File: config.mk
export PLATFORM = sky130hd
export DESIGN_NAME = ex_muldiv_unit
export DESIGN_NICKNAME = d
export VERILOG_FILES = /design/src/rtl/muldiv_pkg.sv /design/src/rtl/muldiv_abs_neg.sv /design/src/rtl/ex_muldiv_unit.sv
export SDC_FILE = /design/constraint.sdc
export NUM_CORES = 1
export LEC_CHECK = 0
export BUFFER_PORTS_ARGS = -buffer_cell sky130_fd_sc_hd__buf_4
export CELL_PAD_IN_SITES_DETAIL_PLACEMENT = 1
export CELL_PAD_IN_SITES_GLOBAL_PLACEMENT = 1
export CORE_MARGIN = 1
export CORE_UTILIZATION = 45
export DETAILED_ROUTE_END_ITERATION = 10
export HOLD_SLACK_MARGIN = 0.02
export PLACE_DENSITY_LB_ADDON = 0.1
export SLEW_MARGIN = 5
export SYNTH_ARGS = -nofsm -noshare
export SYNTH_HDL_FRONTEND = slang
export SYNTH_SLANG_ARGS = --single-unit
File: constraint.sdc
create_clock -name clk -period 7.4 [get_ports clk]
set_input_delay 0.74 -clock clk [delete_from_list [all_inputs] [get_ports clk]]
set_output_delay 0.74 -clock clk [all_outputs]
set_load 0.01 [all_outputs]
File: src/rtl/muldiv_pkg.sv
// Shared definitions for the EX-stage multiply/divide unit: op encodings,
// FSM state type and op-decoding helpers.
package muldiv_pkg;

    // op_i encodings
    localparam logic [1:0] OP_MULT  = 2'b00;
    localparam logic [1:0] OP_MULTU = 2'b01;
    localparam logic [1:0] OP_DIV   = 2'b10;
    localparam logic [1:0] OP_DIVU  = 2'b11;

    // Bit 0 marks the unsigned variants, bit 1 the divide variants
    localparam int unsigned OP_UNSIGNED_BIT = 0;
    localparam int unsigned OP_DIV_BIT      = 1;

    typedef enum logic [1:0] {
        StIdle = 2'd0,
        StMul  = 2'd1,
        StDiv  = 2'd2,
        StDone = 2'd3
    } muldiv_state_e;

    function automatic logic op_is_signed(input logic [1:0] op);
        return ~op[OP_UNSIGNED_BIT];
    endfunction

    function automatic logic op_is_div(input logic [1:0] op);
        return op[OP_DIV_BIT];
    endfunction

endpackage

File: src/rtl/muldiv_abs_neg.sv
// Conditional two's-complement negate. Used both to take operand magnitudes
// and to restore the sign of products, quotients and remainders.
module muldiv_abs_neg #(
    parameter int unsigned WIDTH = 32
) (
    input  logic [WIDTH-1:0] value,
    input  logic             negate,
    output logic [WIDTH-1:0] result
);

    // Pass through, or invert-and-increment when negate is set
    always_comb begin
        result = value;
        if (negate) begin
            result = ~value + WIDTH'(1);
        end
    end

endmodule

File: src/rtl/ex_muldiv_unit.sv
// Iterative multiply/divide engine for the EX stage (mult, multu, div, divu).
// Shift-add multiply and restoring divide, one bit per cycle, operating on
// magnitudes with a sign fix-up in DONE.
// Optional macro EX_MULDIV_EARLY_OUT_EN: multiply finishes as soon as the
// remaining multiplier bits are all zero.
module ex_muldiv_unit
    import muldiv_pkg::*;
#(
    parameter int unsigned WIDTH = 32,
    parameter int unsigned CNT_W = $clog2(WIDTH + 1)
) (
    input  logic             clk,
    input  logic             resetn,
    input  logic             start_i,
    input  logic [1:0]       op_i,
    input  logic [WIDTH-1:0] opdata1_i,
    input  logic [WIDTH-1:0] opdata2_i,
    input  logic             annul_i,
    output logic             busy_o,
    output logic             ready_o,
    output logic [WIDTH-1:0] result_hi_o,
    output logic [WIDTH-1:0] result_lo_o,
    output logic             div_by_zero_o
);

    muldiv_state_e state_q, state_d;

    // acc holds {hi, lo}: for multiply the partial product shifting in over
    // the multiplier, for divide the partial remainder over the dividend/quotient.
    logic [2*WIDTH-1:0] acc_q, acc_d;
    // Multiplicand magnitude or divisor magnitude
    logic [WIDTH-1:0]   opnd_q, opnd_d;
    logic [CNT_W-1:0]   cnt_q, cnt_d;
    logic               is_div_q, is_div_d;
    logic               neg_lo_q, neg_lo_d;
    logic               neg_hi_q, neg_hi_d;
    logic               dbz_q, dbz_d;
    logic [WIDTH-1:0]   res_hi_q, res_hi_d;
    logic [WIDTH-1:0]   res_lo_q, res_lo_d;

    // Operand magnitudes for signed ops
    logic             signed_op;
    logic             a_neg;
    logic             b_neg;
    logic [WIDTH-1:0] a_mag;
    logic [WIDTH-1:0] b_mag;

    assign signed_op = op_is_signed(op_i);
    assign a_neg     = signed_op & opdata1_i[WIDTH-1];
    assign b_neg     = signed_op & opdata2_i[WIDTH-1];

    muldiv_abs_neg #(
        .WIDTH (WIDTH)
    ) u_abs_a (
        .value  (opdata1_i),
        .negate (a_neg),
        .result (a_mag)
    );

    muldiv_abs_neg #(
        .WIDTH (WIDTH)
    ) u_abs_b (
        .value  (opdata2_i),
        .negate (b_neg),
        .result (b_mag)
    );

    // One shift-add multiply step and one restoring divide step
    logic [WIDTH:0]     mul_sum;
    logic [2*WIDTH-1:0] mul_next;
    logic [WIDTH:0]     div_shift;
    logic [WIDTH:0]     div_trial;
    logic               div_ok;
    logic [2*WIDTH-1:0] div_next;
    logic [CNT_W-1:0]   cnt_dec;

    // Datapath for a single iteration of either algorithm
    always_comb begin
        mul_sum   = {1'b0, acc_q[2*WIDTH-1:WIDTH]}
                    + (acc_q[0] ? {1'b0, opnd_q} : {(WIDTH + 1){1'b0}});
        mul_next  = {mul_sum, acc_q[WIDTH-1:1]};
        div_shift = {acc_q[2*WIDTH-1:WIDTH], acc_q[WIDTH-1]};
        div_trial = div_shift - {1'b0, opnd_q};
        // Partial remainder is always below the divisor, so a clear MSB means no borrow
        div_ok    = ~div_trial[WIDTH];
        if (div_ok) begin
            div_next = {div_trial[WIDTH-1:0], acc_q[WIDTH-2:0], 1'b1};
        end else begin
            div_next = {div_shift[WIDTH-1:0], acc_q[WIDTH-2:0], 1'b0};
        end
        cnt_dec = cnt_q - CNT_W'(1);
    end

`ifdef EX_MULDIV_EARLY_OUT_EN
    logic [WIDTH-1:0]   rem_mask;
    logic               mul_rem_zero;
    logic [2*WIDTH-1:0] mul_aligned;

    // After this step cnt_dec multiplier bits are still unshifted; if they are
    // all zero the remaining steps are pure shifts and can be done at once.
    always_comb begin
        rem_mask     = (WIDTH'(1) << cnt_dec) - WIDTH'(1);
        mul_rem_zero = (mul_next[WIDTH-1:0] & rem_mask) == '0;
        mul_aligned  = mul_next >> cnt_dec;
    end
`endif

    // Sign fix-up of the finished magnitudes
    logic [2*WIDTH-1:0] prod_fix;
    logic [WIDTH-1:0]   quo_fix;
    logic [WIDTH-1:0]   rem_fix;
    logic [WIDTH-1:0]   fix_hi;
    logic [WIDTH-1:0]   fix_lo;

    muldiv_abs_neg #(
        .WIDTH (2 * WIDTH)
    ) u_fix_prod (
        .value  (acc_q),
        .negate (neg_lo_q),
        .result (prod_fix)
    );

    muldiv_abs_neg #(
        .WIDTH (WIDTH)
    ) u_fix_quo (
        .value  (acc_q[WIDTH-1:0]),
        .negate (neg_lo_q),
        .result (quo_fix)
    );

    muldiv_abs_neg #(
        .WIDTH (WIDTH)
    ) u_fix_rem (
        .value  (acc_q[2*WIDTH-1:WIDTH]),
        .negate (neg_hi_q),
        .result (rem_fix)
    );

    // Select the fixed-up result pair; divide-by-zero carries its raw values
    // through with both sign flags clear.
    always_comb begin
        fix_hi = is_div_q ? rem_fix : prod_fix[2*WIDTH-1:WIDTH];
        fix_lo = is_div_q ? quo_fix : prod_fix[WIDTH-1:0];
    end

    // Next-state and datapath control
    always_comb begin
        state_d  = state_q;
        acc_d    = acc_q;
        opnd_d   = opnd_q;
        cnt_d    = cnt_q;
        is_div_d = is_div_q;
        neg_lo_d = neg_lo_q;
        neg_hi_d = neg_hi_q;
        dbz_d    = dbz_q;
        res_hi_d = res_hi_q;
        res_lo_d = res_lo_q;

        unique case (state_q)
            StIdle: begin
                if (start_i && !annul_i) begin
                    is_div_d = op_is_div(op_i);
                    dbz_d    = 1'b0;
                    cnt_d    = CNT_W'(WIDTH);
                    if (op_is_div(op_i)) begin
                        opnd_d = b_mag;
                        if (opdata2_i == '0) begin
                            acc_d    = {opdata1_i, {WIDTH{1'b1}}};
                            neg_lo_d = 1'b0;
                            neg_hi_d = 1'b0;
                            dbz_d    = 1'b1;
                            state_d  = StDone;
                        end else begin
                            acc_d    = {{WIDTH{1'b0}}, a_mag};
                            neg_lo_d = a_neg ^ b_neg;
                            // Remainder takes the dividend's sign
                            neg_hi_d = a_neg;
                            state_d  = StDiv;
                        end
                    end else begin
                        opnd_d   = a_mag;
                        acc_d    = {{WIDTH{1'b0}}, b_mag};
                        neg_lo_d = a_neg ^ b_neg;
                        neg_hi_d = 1'b0;
                        state_d  = StMul;
                    end
                end
            end
            StMul: begin
                if (annul_i) begin
                    state_d = StIdle;
                end else begin
                    acc_d = mul_next;
                    cnt_d = cnt_dec;
`ifdef EX_MULDIV_EARLY_OUT_EN
                    if (mul_rem_zero) begin
                        acc_d   = mul_aligned;
                        state_d = StDone;
                    end
`else
                    if (cnt_dec == '0) begin
                        state_d = StDone;
                    end
`endif
                end
            end
            StDiv: begin
                if (annul_i) begin
                    state_d = StIdle;
                end else begin
                    acc_d = div_next;
                    cnt_d = cnt_dec;
                    if (cnt_dec == '0) begin
                        state_d = StDone;
                    end
                end
            end
            StDone: begin
                res_hi_d = fix_hi;
                res_lo_d = fix_lo;
                state_d  = StIdle;
            end
            default: begin
                state_d = StIdle;
            end
        endcase
    end

    // State and datapath registers
    always_ff @(posedge clk or negedge resetn) begin
        if (!resetn) begin
            state_q  <= StIdle;
            acc_q    <= '0;
            opnd_q   <= '0;
            cnt_q    <= '0;
            is_div_q <= 1'b0;
            neg_lo_q <= 1'b0;
            neg_hi_q <= 1'b0;
            dbz_q    <= 1'b0;
            res_hi_q <= '0;
            res_lo_q <= '0;
        end else begin
            state_q  <= state_d;
            acc_q    <= acc_d;
            opnd_q   <= opnd_d;
            cnt_q    <= cnt_d;
            is_div_q <= is_div_d;
            neg_lo_q <= neg_lo_d;
            neg_hi_q <= neg_hi_d;
            dbz_q    <= dbz_d;
            res_hi_q <= res_hi_d;
            res_lo_q <= res_lo_d;
        end
    end

    // Results are presented during the DONE pulse and held from then on
    always_comb begin
        busy_o        = (state_q != StIdle);
        ready_o       = (state_q == StDone);
        result_hi_o   = ready_o ? fix_hi : res_hi_q;
        result_lo_o   = ready_o ? fix_lo : res_lo_q;
        div_by_zero_o = dbz_q;
    end

endmodule
### Word-level counts from Yosys, hierarchy flattened

Index checks and enable logic that the tools add are counted.
W data, S select, Z words.

* add/sub/neg operators: 8
* eq/ne operators: 8
* multiplexer cells: 33
* bitwise gates (word level): 9
* reduce and logical (&&, ||, !) cells: 13

Operator list (number)
* $mux W64: 7
* $mux W32: 10
* $pmux W64 S3: 1
* $add A32 B1 Y32 const B: 4
* $not A32 Y32: 4
* $add A64 B1 Y64 const B: 1
* $not A64 Y64: 1
* $add A32 B32 Y33: 1
* $sub A33 B32 Y33: 1
* $logic_not A32 Y1: 1
* $mux W6: 2
* $pmux W6 S2: 1
* $mux W2: 4
* $ne A2 B2 Y1 const B: 4
* $mux W1: 7
* $logic_not A6 Y1: 1
* $pmux W2 S3: 1
* $sub A6 B1 Y6 const B: 1
* $eq A2 B2 Y1 const B: 2
* $reduce_and A2 Y1: 2
* $reduce_and A4 Y1: 1
* $reduce_bool A2 Y1: 2
* $ne A3 B1 Y1 const B: 1
* $reduce_and A3 Y1: 1
* 9 further kinds: 10

* register bits after elaboration: 172
* input port bits: 70
* word-level logic and storage cells: 81

### Depth between registers and ports, before layout

Gate-level depths: netlist of run 1.

* depth after elaboration: 7
* gate-level depth with buffers: 14
* depth with buffers taken out: 12

### Hierarchy

A second synthesis of run 1 with hierarchy kept.

* cell total of the unflattened synthesis: 2174
* area total of the unflattened synthesis: 17800.8 um2

By module, submodules not included
* ex_muldiv_unit: times used 1, cells an instance 1572, area an instance 13043.8 um2, seq. area each 4304.1 um2
* muldiv_abs_neg at u_abs_a ...: times used 4, cells an instance 99, area an instance 777.0 um2, seq. area each 0.0 um2
* muldiv_abs_neg at u_fix_prod: times used 1, cells an instance 206, area an instance 1649.1 um2, seq. area each 0.0 um2

### Worst setup path after synthesis of run 1

OpenSTA, ideal clock, no wires.

* kind: flip-flop to flip-flop
* start: register acc_q[0]
* end: register acc_q[51]
* arrival: 3475 ps
* slack: 3843 ps
* cell stages (with the launch flop): 14
* path buffers: 1
* clock period less this slack: 3557 ps
* path through: dfrtp_1 clkinv_1 clkbuf_1 nor2_1 fa_1 a211oi_1 o21bai_1 a211o_1 a31o_2 a311oi_1 o21ai_0 a31oi_1 mux2_2 a31oi_1

* word-level cells in the longest chain between the ends: 4

RTL lines
* from (decl): RTL line ex_muldiv_unit.sv:30 `logic [2*WIDTH-1:0] acc_q, acc_d;`
* from (signal assigned): RTL line ex_muldiv_unit.sv:233 `acc_q <= '0;`
* from (signal assigned): RTL line ex_muldiv_unit.sv:244 `acc_q <= acc_d;`
* $mux W32: RTL line ex_muldiv_unit.sv:80 `+ (acc_q[0] ? {1'b0, opnd_q} : {(WIDTH + 1){1'b0}});`
* $add A32 B32 Y33: RTL line ex_muldiv_unit.sv:80
* $mux W64: RTL line ex_muldiv_unit.sv:190 `if (annul_i) begin`
* $pmux W64 S3: RTL line ex_muldiv_unit.sv:159 `unique case (state_q)`

Every way passes these cells. The select of a mux whose other input is x is not followed.
A chain may end at the register's enable or synchronous reset.

### Worst setup path in the final report of run 1

* start: register acc_q[0]
* end: output port result_hi_o[24]

* word-level cells in the longest chain between the ends: 5

RTL lines
* $not A64 Y64: RTL line muldiv_abs_neg.sv:15 `result = ~value + WIDTH'(1);`
* $add A64 B1 Y64: RTL line muldiv_abs_neg.sv:15
* $mux W64: RTL line muldiv_abs_neg.sv:14 `if (negate) begin`
* $mux W32: RTL line ex_muldiv_unit.sv:142 `fix_hi = is_div_q ? rem_fix : prod_fix[2*WIDTH-1:WIDTH];`
* $mux W32
* to (decl): RTL line ex_muldiv_unit.sv:21 `output logic [WIDTH-1:0] result_hi_o,`

Every way passes these cells.

==> impl_metrics.tcl, run 1 <==
set metrics [dict create \
    cts_resized 0 \
    area_delta_synth_final_pct 12.2 \
    yosys.area_share.xor_xnor 0.0966 \
    gp_congestion 0.992 \
    synth_ff_type "dfrtp_1" \
    hold_violations 0 \
    worst_ep_arrival_time_ns 4.07 \
    drt-vias-per-instance 6.32 \
    min_path_type "in2async" \
    post-route-period-util 0.650 \
    p_leak_uw 0.00735 \
    vias 15500 \
    holdBufCountCts 0 \
    synth_compound_area_frac 0.267 \
    ios 137 \
    synth_cell_type_count 88 \
    fin_skew_ns 0.0106 \
    worstPathRequired_ns 6.66 \
    synth_fa_ha_area_frac 0.0643 \
    critical_path_class "reg2out" \
    maxSlewViolCount 0 \
    cp_cell_sequence "clkinv_1 > buf_4 > ha_1 > nand2b_1 > nor3_1 > nand4_1 > or2_1 > nand2b_1 > a31oi_1 > a41oi_1 > xnor2_1 > a21oi_1 > buf_4" \
    max_stage_delay_ns 0.47 \
    run_status "complete, no violations" \
    grt_pass1_wl_microns 91300 \
    critPathMaxFanout 19 \
    final-seq-area_sq_um 4300 \
    drt_iter0_markers 1215 \
    synth_edf_count 0 \
    post_cts_buffers 0 \
    insertion_delay_ns 0.46 \
    initial_core_util 0.455 \
    drive_above_1_share 0.133 \
    cp-start-kind "flop" \
    nFillCells 4106 \
    drt_first_pass_iters 5 \
    maxCapViolations 0 \
    numCtsBuffers 17 \
    cts_tree "built" \
    die_h_microns 186 \
    wirelength_microns 59400 \
    clock_sinks 172 \
    muxShareOfSynthArea 0.0377 \
    htree_levels 4 \
    design.core.area_sq_um 33400 \
    multi_input_area_sq_um 10200 \
    synth-simple-area-share 0.201 \
    clock_path_buffers 2 \
    final_cell_mix "232 x nor2_1, 192 x a21oi_1, 172 x dfrtp_1" \
    synth_fp_nets 2087 \
    finalInstanceArea_sq_um 17100 \
    synthCells 1940 \
    grt_usage 0.350 \
    timing.fmax_mhz 208 \
    nets 2134 \
    grt_max_degree 90 \
    die_area_sq_um 34600 \
    tns_ns 0 \
    fin_crit_ns 4.81 \
    antenna_found_initial 0 \
    syn-cell-area_sq_um 15200 \
    slowest_stage "dfrtp_1" \
    grt_pass1_vias 15700 \
    place_area_sq_um 16500 \
    synth_top_family_by_area "compound AO/OA/AOI/OAI gates" \
    layout_commonest_cell "nor2_1" \
    power_density_nw_per_um2 591 \
    slew_headroom 0.187 \
    syn_area_per_cell_sq_um 7.85 \
    power_uw 10100 \
    setup_viol 0 \
    root_buffer "clkbuf_16" \
    ys_seq_elements 172 \
    drtAntennaViolNets 0 \
    die_x_microns 186 \
    synth-async-reset-ratio 1.00 \
    rows 67 \
    synth_warnings 0 \
    drt-wirelength-per-cell_microns 24.2 \
    drc_errors 0 \
    ys_seq_area_frac 0.283 \
    dpl.hpwl_microns 44800 \
    io_buffer_count 136 \
    worst_slew_pin_slew_ns 1.22 \
    clk_pin_slew_worst_paths_ns 0.07 \
    ir_drop_uv 462 \
    endpoint_kind "primary output" \
    grt-ovfl-total 0 \
    rsz0062_at_grt "false" \
]
[flip-flops by register name, summed over array words and instances, names as in the netlist]
name           count
acc_q             64
opnd_q            32
res_hi_q          32
res_lo_q          32
cnt_q              6
state_q            2
div_by_zero_o      1
is_div_q           1
neg_hi_q           1
neg_lo_q           1
[critical path: cells and delay by family (launching register included)]
| kind | cells | cell delay (ns) |
|---|---|---|
| adder cells (fa/ha/maj) | 1 | 0.22 |
| XOR/XNOR | 1 | 0.26 |
| AND/OR/NAND/NOR | 5 | 1.03 |
| buffers and inverters | 3 | 0.96 |
| AO/OA/AOI/OAI | 3 | 0.66 |
| flip-flops | 1 | 0.47 |
[power by group]
group | switching, uW | internal [uW] | leakage, uW
Clock | 422 | 497 | 0.000281
Combinational | 4350 | 2770 | 0.00502
Sequential | 636 | 1430 | 0.00205
Total | 5410 | 4690 | 0.00735
[kinds of logic after synthesis]
group,count (synthesis)
simple gates,640
compound gates,634
buf+inv,196
flops,172
xor+xnor,168
fa+ha+maj,77
mux,53
[through the flow]
step                       util  cells  hold WS, ns  setup WS, ns
after global routing      0.511   2448        0.385          2.36
after global placement    0.493   2416        0.461          3.14
after floorplan               -   1940        0.444          3.84
after CTS                 0.510   2448        0.364          2.63
final                     0.511   2450        0.343          2.59
after detailed placement  0.493   2416        0.470          3.09
[area by class of cell]
cell class,instances,share of cell area
flip-flops and latches,172,0.252
well taps,448,0.0328
multi-input cells,1572,0.597
clock buffers,22,0.0278
inverters,68,0.0149
repair buffers,156,0.0688
clock inverters,10,0.00608
diodes,2,0.000293
[cell usage after synthesis (39+ instances only)]
library cell,instances,share of area
nor2_1,232,0.057
a21oi_1,192,0.063
dfrtp_1,172,0.28
nand2_1,171,0.042
o21ai_0,130,0.043
clkbuf_1,106,0.026
xnor2_1,89,0.051
xor2_1,79,0.045
ha_1,75,0.062
inv_1,64,0.016
nor3_1,52,0.017
a21o_1,39,0.019
[path summary, 6_finish.rpt]
kind	start	end	slack, ns	cells past startpoint
setup / recovery	acc_q[0]$_DFFE_PN0P_	result_hi_o[24]	2.59	13
hold / removal	resetn	res_hi_q[12]$_DFF_PN0_	0.34	1
setup reg to reg	acc_q[31]$_DFFE_PN0P_	acc_q[37]$_DFFE_PN0P_	3.05	13
hold reg to reg	opnd_q[28]$_DFFE_PN0P_	opnd_q[28]$_DFFE_PN0P_	0.48	1
max in group asynchronous	resetn	acc_q[46]$_DFFE_PN0P_	5.78	2
min in group clk	opnd_q[28]$_DFFE_PN0P_	opnd_q[28]$_DFFE_PN0P_	0.48	1
[per-layer routing]
metal,up-vias,global-route usage,share of wire,wire [microns]
li1,7079,-,-,-
met1,7681,0.463,0.43,25700
met2,580,0.555,0.46,27300
met3,143,0.0605,0.066,3910
met4,0,0.160,0.042,2520
met5,-,0,0,0
(Power assumes the default switching activity.)
==> run 2: changes to the inputs <==
- clock period: 7.4 -> 4.85 ns (I/O delays scaled with it)
==> impl_metrics.tcl, run 2 (synthesized netlist as in run 1, its figures left out) <==
set metrics [dict create \
    post_cts_buffers 0 \
    fin_ws_ns 0.634 \
    worstPathRequired_ns 4.37 \
    grt_pass1_vias 15800 \
    ios 137 \
    slew_headroom 0.198 \
    largest_reg_flops 64 \
    place_area_sq_um 16600 \
    critical_path_class "reg2out" \
    die_x_microns 186 \
    grt-ovfl-total 0 \
    final_cell_mix "232 x nor2_1, 192 x a21oi_1, 172 x dfrtp_1" \
    wirelength_microns 60100 \
    finalInstanceArea_sq_um 17200 \
    fin_crit_ns 4.22 \
    maxSlewViolCount 0 \
    gp_congestion 0.966 \
    cts_resized 0 \
    drt-vias-per-instance 6.34 \
    cts_tree "built" \
    power_density_nw_per_um2 907 \
    htree_levels 4 \
    dpl.hpwl_microns 45700 \
    io_buffer_count 136 \
    holdBufCountCts 0 \
    drtAntennaViolNets 0 \
    regMostFlops "acc_q" \
    insertion_delay_ns 0.47 \
    initial_core_util 0.455 \
    vias 15600 \
    worst_slew_pin_slew_ns 1.20 \
    design.core.area_sq_um 33400 \
    ir_drop_uv 988 \
    setup_viol 0 \
    hold_violations 0 \
    gr-max-usage-layer "met2" \
    fin_skew_ns 0.0182 \
    clock_path_buffers 2 \
    drt-wirelength-per-cell_microns 24.4 \
    antenna_found_initial 0 \
    worst_ep_arrival_time_ns 3.73 \
    clock_sinks 172 \
    path_buf_inv 1 \
    max_stage_delay_ns 0.63 \
    cp_cell_sequence "or4_1 > nor2_1 > nand3_2 > o41ai_2 > a21oi_1 > nor4_1 > a21oi_1 > xnor2_1 > a21oi_1 > buf_4" \
    antenna_cells 0 \
    die_h_microns 186 \
    slowest_stage "or4_1" \
    die_area_sq_um 34600 \
    tns_ns 0 \
    rows 67 \
    endpoint_kind "primary output" \
    post-route-util 0.514 \
    p_leak_uw 0.00742 \
    drt_iter0_markers 1224 \
    numCtsBuffers 17 \
    post-route-period-util 0.869 \
    min_path_type "in2async" \
    rsz0062_at_grt "false" \
    run_status "complete, no violations" \
    critPathMaxFanout 8 \
    nets 2146 \
    drc_errors 0 \
    cp-start-kind "flop" \
    timing.fmax_mhz 237 \
    crit_family "simple AND/OR/NAND/NOR gates" \
    grt_usage 0.353 \
    grt_pass1_wl_microns 92200 \
    layout_commonest_cell "nor2_1" \
    drive_above_1_share 0.139 \
    drt_first_pass_iters 5 \
    root_buffer "clkbuf_16" \
    met3_usage 0.0493 \
    maxCapViolations 0 \
    clk_pin_slew_worst_paths_ns 0.08 \
    place_ws_ns 0.887 \
    grtUsageMet1 0.466 \
    grt_use_met2 0.562 \
    crit_top_cell "a21oi_1" \
    area_delta_synth_final_pct 12.9 \
    grt_max_degree 95 \
]
[run 2: cell types whose count changed in the layout (fill, tap and decap cells not counted)]
cell       change
buf_12         +1
buf_4         +11
clkbuf_1       -1
clkinv_2       -1
bufinv_16      +1
clkbuf_8       -2
clkinv_4       +1
diode_2        -2
inv_6          +2
[run 2: final timing paths]
| path | to | cells past startpoint | from | slack, ns |
|---|---|---|---|---|
| worst min-delay path | res_hi_q[20]$_DFF_PN0_ | 1 | resetn | 0.08 |
| worst min register to register | opnd_q[28]$_DFFE_PN0P_ | 1 | opnd_q[28]$_DFFE_PN0P_ | 0.48 |
| worst max-delay path | result_hi_o[29] | 10 | acc_q[20]$_DFFE_PN0P_ | 0.63 |
| worst max register to register | acc_q[51]$_DFFE_PN0P_ | 13 | acc_q[0]$_DFFE_PN0P_ | 0.73 |
| max in group asynchronous | cnt_q[5]$_DFFE_PN0P_ | 2 | resetn | 3.71 |
| min in group clk | neg_lo_q$_DFFE_PN0P_ | 2 | op_i[0] | 0.28 |
[run 2: where the power goes]
| part | switching, uW | internal (uW) |
|---|---|---|
| Clock | 686 | 789 |
| Combinational | 6750 | 4280 |
| Sequential | 903 | 2180 |
[run 2: worst register-to-register path: cells and delay by family (launching register included)]
kind	cells	cell delay, ns
AO/OA/AOI/OAI	8	1.97
adder cells (fa/ha/maj)	1	0.28
buffers and inverters	2	0.87
flip-flops	1	0.40
multiplexers	1	0.35
AND/OR/NAND/NOR	1	0.16
[run 2: layout make-up]
type / count / area (sq um)
fill: 4090 / 16200
multi-input combinational: 1572 / 10200
sequential: 172 / 4300
timing repair buffer: 168 / 1280
tap: 448 / 561
clock buffer: 19 / 443
inverter: 68 / 255
clock inverter: 13 / 155
[run 2: metrics by stage]
step / power, uW / std cells / hold WS [ns]
4_1_cts: 15400 / 2460 / 0.122
6_report: 15600 / 2460 / 0.0829
2_1_floorplan: 10200 / 1940 / 0.189
3_5_place_dp: 13900 / 2428 / 0.466
5_1_grt: 16700 / 2460 / 0.135
3_3_place_gp: 13600 / 2428 / 0.463
[run 2: per-layer routing]
metal  vias to the layer above  wire length (microns)
met1                      7781                  26200
met5                         -                      0
met3                       140                   3530
met4                         0                   3070
li1                       7116                      -
met2                       552                  27300
==> run 3: changes to the inputs <==
- GPL_ROUTABILITY_DRIVEN: default -> 0
- PLACE_DENSITY: default -> 0.89
- PLACE_DENSITY_LB_ADDON: 0.1 -> default
==> impl_metrics.tcl, run 3 (synthesized netlist as in run 1, its figures left out) <==
set metrics [dict create \
    run_status "complete, no violations" \
    post-route-period-util 0.919 \
    endpoint_kind "primary output" \
    critical_path_class "reg2out" \
    r2r_slack_ns 0.61 \
    place_area_sq_um 16600 \
    multi_input_area_sq_um 10200 \
    fin_crit_ns 4.46 \
    crit_path_start "acc_q[6]$_DFFE_PN0P_" \
    rows 67 \
    seq_power_share 0.190 \
    finalInstanceArea_sq_um 17300 \
    maxCapViolations 0 \
    p_leak_uw 0.00747 \
    path_buf_inv 1 \
    vias 16200 \
    die_area_sq_um 34600 \
    drc_errors 0 \
    power_uw 15900 \
    crit_top_cell "a21oi_1" \
    drt-wirelength-per-cell_microns 24.8 \
    largest_reg_flops 64 \
    grt-ovfl-total 0 \
    dpl.cell_count 2436 \
    worst_slew_pin_slew_ns 0.995 \
    numCtsBuffers 17 \
    maxSlewViolCount 0 \
    insertion_delay_ns 0.48 \
    grt_pass1_vias 16200 \
    hold_violations 0 \
    die_h_microns 186 \
    fin_cells 2468 \
    grt_usage 0.355 \
    timing.fmax_mhz 224 \
    htree_levels 4 \
    clk_pin_slew_worst_paths_ns 0.08 \
    regMostFlops "acc_q" \
    drt_iter0_markers 1777 \
    grt_max_degree 86 \
    io_buffer_count 136 \
    cp-start-kind "flop" \
    drtAntennaViolNets 0 \
    place_ws_ns 0.763 \
    cts_resized 0 \
    drt-vias-per-instance 6.57 \
    switchingPower_uw 8570 \
    worst_ep_arrival_time_ns 3.97 \
    worstPathRequired_ns 4.37 \
    max_stage_delay_ns 0.61 \
    final_cell_mix "232 x nor2_1, 192 x a21oi_1, 175 x buf_4" \
    fin_skew_ns 0.0109 \
    tns_ns 0 \
    root_buffer "clkbuf_16" \
    nets 2154 \
    area_delta_synth_final_pct 13.4 \
    critPathMaxFanout 7 \
    ir_drop_uv 596 \
    grt_pass1_wl_microns 93500 \
    clock_sinks 172 \
    p_int_uw 7300 \
    crit_family "simple AND/OR/NAND/NOR gates" \
    dpl.hpwl_microns 46200 \
    clock_path_buffers 2 \
    rsz0062_at_grt "false" \
    drt_first_pass_iters 6 \
    antenna_cells 0 \
    ios 137 \
    post_cts_buffers 0 \
    r2r_start "acc_q[31]$_DFFE_PN0P_" \
    p_clk_frac 0.096 \
    holdBufCountCts 0 \
    design.core.area_sq_um 33400 \
    setup_viol 0 \
    nFillCells 4134 \
    initial_core_util 0.455 \
    comb_power_share 0.715 \
    antenna_found_initial 2 \
    slew_headroom 0.337 \
    drive_above_1_share 0.141 \
    min_path_type "in2async" \
    die_x_microns 186 \
    cts_tree "built" \
    final-seq-area_sq_um 4300 \
    fin_ws_ns 0.393 \
    layout_commonest_cell "nor2_1" \
    wirelength_microns 61200 \
    slowest_stage "or4_4" \
    switching_share 0.540 \
    power_density_nw_per_um2 919 \
    cp_cell_sequence "or4_4 > nor3_4 > nand3_2 > o41ai_2 > a21oi_1 > nor4_1 > a21oi_1 > xnor2_1 > a21oi_1 > buf_4" \
]
-- run 3: cell count changes in the layout (fill, tap and decap cells not counted), sizes merged --
cell / change
buf: +8
clkbuf: -2
clkinv: +1
inv: +1
-- run 3: worst paths after layout --
path | cells after the start | endpoint
worst max-delay path | 10 | result_hi_o[29]
worst min-delay path | 1 | res_lo_q[6]$_DFF_PN0_
worst max register to register | 13 | acc_q[48]$_DFFE_PN0P_
worst min register to register | 1 | opnd_q[28]$_DFFE_PN0P_
max in group asynchronous | 2 | res_hi_q[29]$_DFF_PN0_
min in group clk | 2 | neg_lo_q$_DFFE_PN0P_
-- run 3: through the flow --
step | utilization | hold slack [ns]
5_1_grt | 0.516 | 0.119
3_5_place_dp | 0.497 | 0.473
3_3_place_gp | 0.497 | 0.465
6_report | 0.516 | 0.0414
2_1_floorplan | - | 0.189
4_1_cts | 0.516 | 0.0964
-- run 3: worst register-to-register path: cells and delay by family, from the launching register on --
kind / cells / cell delay [ns]
buffers and inverters: 2 / 0.47
multiplexers: 1 / 0.36
flip-flops: 1 / 0.39
AND/OR/NAND/NOR: 4 / 1.20
AO/OA/AOI/OAI: 4 / 1.04
adder cells (fa/ha/maj): 2 / 0.66
-- run 3: final cells by class --
cell class,instances,share of cell area
clock inverter,15,0.0115
tap,448,0.0325
sequential,172,0.249
multi-input combinational,1572,0.590
timing repair buffer,176,0.0768
clock buffer,17,0.0246
inverter,68,0.0148
-- run 3: power groups by stage --
stage	combinational (uW)	sequential (uW)	clock (uW)
6_report	11300	3010	1520
5_1_grt	12200	3080	1570
4_1_cts	11100	2970	1530
3_5_place_dp	10900	2990	0
2_1_floorplan	7550	2620	0
3_3_place_gp	10500	2930	0
-- run 3: layer usage --
metal | GRT usage | up-vias | wire length [microns]
met5 | 0 | - | 25
met4 | 0.196 | 4 | 3300
met1 | 0.466 | 8041 | 25400
met3 | 0.0777 | 218 | 5410
li1 | - | 7123 | -
met2 | 0.541 | 829 | 27100
